<file path="src/rtl/matrix_result_tx_pkg.sv">
// Shared constants, state encoding and element-select helper for the
// matrix result serialiser.
package matrix_result_tx_pkg;

  localparam int N_ELEM    = 9;
  localparam int ELEM_W    = 6;
  localparam int RESULT_W  = N_ELEM * ELEM_W;
  localparam int FRAME_LEN = N_ELEM + 2;

  localparam logic [7:0] HEADER = 8'hA5;

  localparam logic [1:0] ST_IDLE = 2'd0;
  localparam logic [1:0] ST_HDR  = 2'd1;
  localparam logic [1:0] ST_DATA = 2'd2;
  localparam logic [1:0] ST_CSUM = 2'd3;

  typedef enum logic [1:0] {
    IDLE = ST_IDLE,
    HDR  = ST_HDR,
    DATA = ST_DATA,
    CSUM = ST_CSUM
  } state_e;

  // Zero-extended element idx of the packed result; out-of-range idx yields 0.
  function automatic logic [7:0] elemByte(input logic [RESULT_W-1:0] vec,
                                          input logic [3:0] idx);
    logic [7:0] byteOut;
    byteOut = '0;
    for (int k = 0; k < N_ELEM; k++) begin
      if (int'(idx) == k) begin
        byteOut[ELEM_W-1:0] = vec[k*ELEM_W +: ELEM_W];
      end
    end
    return byteOut;
  endfunction

endpackage

</file>
<file path="src/rtl/matrix_result_tx_if.sv">
// Bundle of the result input, byte handshake and status lines of the
// matrix result serialiser.
interface matrix_result_tx_if;
  import matrix_result_tx_pkg::*;

  logic [RESULT_W-1:0] result;
  logic                result_valid;
  logic [7:0]          tx_data;
  logic                tx_valid;
  logic                tx_ready;
  logic                busy;
  logic                frame_done;
  logic                overrun;

  modport master (
    input  result, result_valid, tx_ready,
    output tx_data, tx_valid, busy, frame_done, overrun
  );

  modport slave (
    output result, result_valid, tx_ready,
    input  tx_data, tx_valid, busy, frame_done, overrun
  );

endinterface

</file>
<file path="src/rtl/matrix_result_tx.sv">
// Captures a 3x3 product and streams it as header, nine element bytes and
// an 8-bit checksum over a valid/ready byte handshake.
module matrix_result_tx
  import matrix_result_tx_pkg::*;
(
  input  logic               clk,
  input  logic               rst,
  matrix_result_tx_if.master bus
);

  state_e              state_q;
  logic [RESULT_W-1:0] shadow_q;
  logic [3:0]          index_q;
  logic [7:0]          csum_q;
  logic [7:0]          txData_q;
  logic                txValid_q;
  logic                busy_q;
  logic                frameDone_q;
  logic                overrun_q;

  logic                transfer;
  logic [7:0]          csum_d;
  logic [7:0]          nextData_d;

  assign transfer = txValid_q & bus.tx_ready;

  // After the last element the checksum, including that element, is next.
  always_comb begin
    csum_d     = csum_q + txData_q;
    nextData_d = (index_q == 4'(N_ELEM - 1)) ? csum_d
                                             : elemByte(shadow_q, index_q + 4'd1);
  end

  always_ff @(posedge clk) begin
    if (rst) begin
      state_q     <= IDLE;
      shadow_q    <= '0;
      index_q     <= '0;
      csum_q      <= '0;
      txData_q    <= '0;
      txValid_q   <= 1'b0;
      busy_q      <= 1'b0;
      frameDone_q <= 1'b0;
      overrun_q   <= 1'b0;
    end else begin
      frameDone_q <= 1'b0;
      if (bus.result_valid && (state_q != IDLE)) begin
        overrun_q <= 1'b1;
      end

      case (state_q)
        IDLE: begin
          if (bus.result_valid) begin
            shadow_q  <= bus.result;
            csum_q    <= '0;
            index_q   <= '0;
            txData_q  <= HEADER;
            txValid_q <= 1'b1;
            busy_q    <= 1'b1;
            state_q   <= HDR;
          end
        end

        HDR: begin
          if (transfer) begin
            txData_q <= elemByte(shadow_q, 4'd0);
            state_q  <= DATA;
          end
        end

        DATA: begin
          if (transfer) begin
            csum_q   <= csum_d;
            index_q  <= index_q + 4'd1;
            txData_q <= nextData_d;
            if (index_q == 4'(N_ELEM - 1)) begin
              state_q <= CSUM;
            end
          end
        end

        CSUM: begin
          if (transfer) begin
            txValid_q   <= 1'b0;
            txData_q    <= '0;
            busy_q      <= 1'b0;
            frameDone_q <= 1'b1;
            state_q     <= IDLE;
          end
        end

        default: state_q <= IDLE;
      endcase
    end
  end

  assign bus.tx_data    = txData_q;
  assign bus.tx_valid   = txValid_q;
  assign bus.busy       = busy_q;
  assign bus.frame_done = frameDone_q;
  assign bus.overrun    = overrun_q;

endmodule

</file>
<file path="src/flat_wrapper.sv">
// flat-port wrapper written by rule: the top's interface ports become plain ports
module matrix_result_tx_flat import matrix_result_tx_pkg::*;
  (clk, rst, bus_result, bus_result_valid, bus_tx_ready, bus_tx_data, bus_tx_valid, bus_busy, bus_frame_done, bus_overrun);
  matrix_result_tx_if bus_i ();
  input  logic clk;
  input  logic rst;
  input wire logic [$bits(bus_i.result)-1:0] bus_result;
  input wire logic [$bits(bus_i.result_valid)-1:0] bus_result_valid;
  input wire logic [$bits(bus_i.tx_ready)-1:0] bus_tx_ready;
  output wire logic [$bits(bus_i.tx_data)-1:0] bus_tx_data;
  output wire logic [$bits(bus_i.tx_valid)-1:0] bus_tx_valid;
  output wire logic [$bits(bus_i.busy)-1:0] bus_busy;
  output wire logic [$bits(bus_i.frame_done)-1:0] bus_frame_done;
  output wire logic [$bits(bus_i.overrun)-1:0] bus_overrun;
  assign bus_i.result = bus_result;
  assign bus_i.result_valid = bus_result_valid;
  assign bus_i.tx_ready = bus_tx_ready;
  assign bus_tx_data = bus_i.tx_data;
  assign bus_tx_valid = bus_i.tx_valid;
  assign bus_busy = bus_i.busy;
  assign bus_frame_done = bus_i.frame_done;
  assign bus_overrun = bus_i.overrun;
  matrix_result_tx u_core (.clk(clk), .rst(rst), .bus(bus_i));
endmodule
</file>
<file path="config.mk">
export PLATFORM = sky130hd
export DESIGN_NAME = matrix_result_tx_flat
export DESIGN_NICKNAME = d
export VERILOG_FILES = /design/src/rtl/matrix_result_tx_pkg.sv /design/src/rtl/matrix_result_tx_if.sv /design/src/rtl/matrix_result_tx.sv /design/src/flat_wrapper.sv
export SDC_FILE = /design/constraint.sdc
export NUM_CORES = 1
export LEC_CHECK = 0
export ABC_AREA = 1
export CELL_PAD_IN_SITES_DETAIL_PLACEMENT = 0
export CELL_PAD_IN_SITES_GLOBAL_PLACEMENT = 1
export CORE_ASPECT_RATIO = 1.25
export CORE_UTILIZATION = 34
export CTS_CLUSTER_DIAMETER = 100
export DETAILED_ROUTE_END_ITERATION = 10
export PLACE_DENSITY_LB_ADDON = 0.1
export SKIP_LAST_GASP = 1
export SLEW_MARGIN = 20
export SYNTH_ARGS = -nofsm -noshare
export SYNTH_HDL_FRONTEND = slang
export SYNTH_SLANG_ARGS = --single-unit
</file>
<file path="constraint.sdc">
create_clock -name clk -period 1.9 [get_ports clk]
set_clock_uncertainty 0.05 [all_clocks]
set_input_delay 0.475 -clock clk [delete_from_list [all_inputs] [get_ports clk]]
set_output_delay 0.475 -clock clk [all_outputs]
set_load 0.05 [all_outputs]
</file>
* Word level (Yosys, flattened, before mapping)
Cells that the tools add are included.
Word-level totals: bits in registers 79, input bits 58, output and inout bits 12
Operators by class: add/sub/neg operators 2, eq/ne operators 17, muxes and demuxes 31, bitwise operators 2, reductions and logical operators 12
Operators by type and width (number):
- two-way mux 8 bit | 7
- two-way mux 6 bit | 9
- one-hot mux 8 bit (4 select lines) | 1
- equality test 4 bit, second input constant | 6
- one-hot mux 8 bit (2 select lines) | 1
- two-way mux 2 bit | 5
- adder 8 bit | 1
- equality test 4 x 3 -> 1 bit, second input constant | 2
- two-way mux 4 bit | 2
- inequality test 2 x 1 -> 1 bit, second input constant | 4
- one-hot mux 2 bit (4 select lines) | 1
- one-hot mux 4 bit (2 select lines) | 1
- AND reduction 3 bit | 2
- nonzero test 2 bit | 3
- AND reduction 5 bit | 1
- adder 4 x 1 -> 4 bit, second input constant | 1
- equality test 2 bit, second input constant | 2
- equality test 4 x 2 -> 1 bit, second input constant | 1
- zero test 4 bit | 1
- AND reduction 4 bit | 1
- two-way mux 1 bit | 3
- equality test 2 x 1 -> 1 bit, second input constant | 1
- zero test 2 bit | 1
- inequality test 2 bit, second input constant | 1
- other kinds (6) | 6

* Depth between registers and ports, before layout
depth after elaboration 14, mapped depth 21, gate-level depth less buffers 21

* Worst setup path before layout
OpenSTA, ideal clock, no wires.
path type reg2reg, from reg u_core.txData_q[2], in the netlist u_core.bus.tx_data[2], to reg u_core.txData_q[7], in the netlist u_core.bus.tx_data[7], library setup time 0.070 ns, arrival 2.126 ns, setup slack -0.346 ns, stages on the path, launching flop included 15, path buffers 0, cell sequence dfxtp_1 -> ha_1 -> a21oi_1 -> nand2_1 -> a21oi_1 -> nor2_1 -> nor2_1 -> nor2_1 -> nor2_1 -> inv_1 -> a21oi_1 -> nor2_1 -> nor2_1 -> nand3_1 -> a21oi_1
On the way: word-level cells in the longest chain between the ends 4
RTL lines:
- start: declaration | RTL line matrix_result_tx.sv:15 | logic [7:0] txData_q;
- start signal: assignment | RTL line matrix_result_tx.sv:66 | txData_q <= elemByte(shadow_q, 4'd0);
- start signal: assignment | RTL line matrix_result_tx.sv:75 | txData_q <= nextData_d;
- adder 8 bit | RTL line matrix_result_tx.sv:29 | csum_d = csum_q + txData_q;
- two-way mux 8 bit | RTL line matrix_result_tx.sv:30 | nextData_d = (index_q == 4'(N_ELEM - 1)) ? csum_d
- two-way mux 8 bit | RTL line matrix_result_tx.sv:72 | if (transfer) begin
- one-hot mux 8 bit (4 select lines) | RTL line matrix_result_tx.sv:51 | case (state_q)
Every way passes these cells. The select of a mux whose other input is x is not followed. A chain may end at the register's enable or synchronous reset.

* Worst setup path in the final report
from reg u_core.index_q[1], to reg u_core.txData_q[1], in the netlist u_core.bus.tx_data[1]
On the way: word-level cells in the longest chain between the ends 14
RTL lines:
- start: declaration | RTL line matrix_result_tx.sv:13 | logic [3:0] index_q;
- start signal: assignment | RTL line matrix_result_tx.sv:74 | index_q <= index_q + 4'd1;
- adder 4 x 1 -> 4 bit | RTL line matrix_result_tx.sv:31 | : elemByte(shadow_q, index_q + 4'd1);
- zero test 4 bit | RTL line matrix_result_tx_pkg.sv:30 | if (int'(idx) == k) begin
- two-way mux 6 bit (9 in a row) | RTL line matrix_result_tx_pkg.sv:30
- two-way mux 8 bit (*) | RTL line matrix_result_tx.sv:30
- two-way mux 8 bit (*) | RTL line matrix_result_tx.sv:72
- one-hot mux 8 bit (4 select lines) (*) | RTL line matrix_result_tx.sv:51
Mark *: on every way between the ends. The rest lies on a longest branch, timed or not. The select of a mux whose other input is x is not followed.

==> qor.yml <==
worst_setup_path:
  cpPeakStageDelay_ns: 0.37
  crit_top_cell: "nand2_1"
  crit_family: "simple AND/OR/NAND/NOR gates"
  cp_slowest_cell: "dfxtp_4"
  endpoint_kind: "register"
  crit_type: "register to register"
  startpoint_type: "register"
  worstPathArrival_ns: 2.30
  worstPathMaxFanout: 6
  cp_data_required_time_ns: 2.07
  r2r_slack_ns: -0.24
  cp_cell_sequence: "ha_4, inv_2, nand2_2, nand2_4, inv_8, buf_6, nor2_8, inv_4, nor2_4, inv_4, clkbuf_2, or2_0, nand3_1, nand3_2, nand2_1, nand2_1, nand2_1, a21oi_1"
  crit_buf_inv: 6
pwr:
  power_frac_comb_pct: 44.6
  internal-power_uw: 4390
  p_seq_share_pct: 32.3
  ir_worst_vdd_mv: 0.653
  power_frac_clock_pct: 23.1
  p_leak_uw: 0.00257
  swShare_pct: 39.5
  p_sw_uw: 2860
  power_density_nw_per_um2: 1240
cells_and_area:
  area_delta_synth_final_pct: 44.5
  drive_gt1_share_pct: 22.3
  num_antenna_cells: 0
  utilization_pct: 50.4
  seqCellArea_sq_um: 1610
  fillers: 1200
  multi_input_area_sq_um: 2290
  num-nets-final: 788
sta:
  hold_viol: 0
  slew_headroom_pct: 79.6
  setup_violations: 10
  rsz0062_at_grt: "true"
  fin_hold_ws_ns: 0.422
  fmaxAchievable_mhz: 468
  period_minus_slack_ns: 2.14
  fin_crit_sh_pct: 113
  layout_setup_ws_ns: -0.238
  final_max_slew_viol_count: 0
  tightest_slew_ns: 0.306
min_path:
  hp-class: "register to register"
detailed_routing:
  drt-total-wl_mm: 11.3
  drt_iter0_drc: 132
  drcViolationCount: 0
  ant_nets: 0
  vias_per_cell: 4.62
  vias: 4061
  dr.pass1.iters: 6
  post_drt_wl_per_cell_microns: 12.8
global_routing:
  grt_max_degree: 44
  grt_pass1_vias: 4022
  antenna_found_initial: 0
  track_usage_pct: 19.5
  grt-ovfl-total: 0
  grt_pass1_wl_mm: 18.7
clocking:
  clk_pin_slew_ns: 0.06
  clockBufferDepth: 2
  cts_buffers: 9
  cts_tree: "built"
  htreeDepth: 3
  cts-root-buf: "clkbuf_16"
  clock_latency_ns: 0.34
  cts_hold_buf: 0
  clock_sinks: 79
place:
  portBuffers: 69
  globalplace.congestion: 0.846
  dp_hpwl_mm: 8.77
synth:
  ys_top_cells_by_count: "nor2_1 (112), nand2_1 (110), dfxtp_1 (79)"
  synth_area_leader_cell: "dfxtp_1"
  synth_cell_types: 40
  ys_ff_latch: 79
  synth_ff_type: "dfxtp_1"
  yosysWarnings: 0
  synth.area.top_cells: "dfxtp_1 (39%), nor2_1 (10%), nand2_1 (10%)"
  syn_nets: 665
  yosysSeqAreaShare_pct: 39.0
  yosysTopAreaCellShare_pct: 39.0
  async_reset_ff_share_pct: 0
  synth.most_common_cell: "nor2_1"
  synth_cells: 590
  syn_area_sq_um: 4050
  synth_edf_count: 0
  syn_avg_cell_area_sq_um: 6.87
run:
  maxCapViolCount: 0
floorplanning:
  design.core.area_sq_um: 11600
  pin_count: 70
  dieArea_sq_um: 12400
  fp.dieH_microns: 124
  die_w_microns: 99.7
  start_util_pct: 34.9
  rows: 44
status:
  outcome: "finished with violations"
  violations: "setup timing"
[tightest hold or removal path: stages (launching register included)]
cell and delay, ns:
dfxtp_1 0.31, nand2_1 0.06, a21oi_1 0.05
[path summary, 6_finish.rpt]
check                                             end         startpoint  cells after the start
worst max-delay path            u_core.bus.tx_data[1]  u_core.index_q[1]                     18
worst min-delay path                 u_core.csum_q[3]   u_core.csum_q[3]                      2
worst max register to register  u_core.bus.tx_data[1]  u_core.index_q[1]                     18
worst min register to register       u_core.csum_q[3]   u_core.csum_q[3]                      2
[sequential cells by signal, summed over array words and instances (netlist names)]
name and cells:
u_core.bus.overrun 1, u_core.bus.tx_valid 1, u_core.shadow_q 54, u_core.index_q 4, u_core.csum_q 8, u_core.state_q 2
u_core.bus.frame_done 1, u_core.bus.tx_data 8
[metal layers]
layer	share of wire [%]	vias up	global-route usage [%]
met2	51	69	36.2
li1	-	2150	-
met3	2.6	15	3.76
met5	0	-	0
met4	1.9	0	6.62
met1	44	1827	22.4
[through the flow]
step	instances	power [uW]	area (sq um)	TNS, ns	worst slack, ns
after floorplan	590	4200	4130	-0.0375	-0.0217
after global placement	849	5500	5330	-2.58	-0.308
after detailed placement	849	5520	5330	-2.90	-0.296
after CTS	872	7270	5720	-1.04	-0.168
after global routing	879	7850	5860	-3.38	-0.406
final	879	7250	5860	-1.49	-0.238
[cell type report]
type                       count  share of cell area (%)
tap                          161                    3.44
sequential                    79                    27.4
timing repair buffer         136                    21.2
clock buffer                  12                    4.57
multi-input combinational    432                    39.2
clock inverter                 4                   0.449
inverter                      55                    3.78
[layout by cell type, fill, tap and decap left out, types with 4 or more instances in the layout]
master	count
o21ai_0	67
dfxtp_2	4
buf_6	4
buf_4	69
clkdlybuf4s50_1	57
inv_1	43
clkbuf_16	10
inv_4	4
nand3_1	34
a21oi_1	33
buf_12	5
or2_0	5
dfxtp_4	5
a21oi_2	6
nand3_2	10
nand2_1	103
o21ai_1	7
nand2_2	8
nor2_1	109
nand4_1	4
inv_2	8
dfxtp_1	70
ha_1	11
[cells by family after synthesis]
logic type                 share of synthesized area (%)
and+or+nand+nor                                     31.9
AOI/OAI and AO/OA                                   15.1
buffers and inverters                               7.93
DFF                                                 39.0
adders and majority gates                           5.43
xor gates and xnor gates                           0.648
[what timing repair did]
action / CTS / global route
pin swaps: 14 / 34
setup buffers: 7 / 7
endpoints found under the setup margin: 11 / 18
cloned: 0 / 0
gates resized for setup: 13 / 28
[power by group through the flow]
stage,registers [uW],logic [uW],clock network [uW]
floorplan,2490,1710,0
global placement,2380,3120,0
detailed placement,2380,3140,0
CTS,2350,3210,1720
global route,2390,3660,1800
finish,2340,3230,1670
Power figures use the tool's default switching activity.
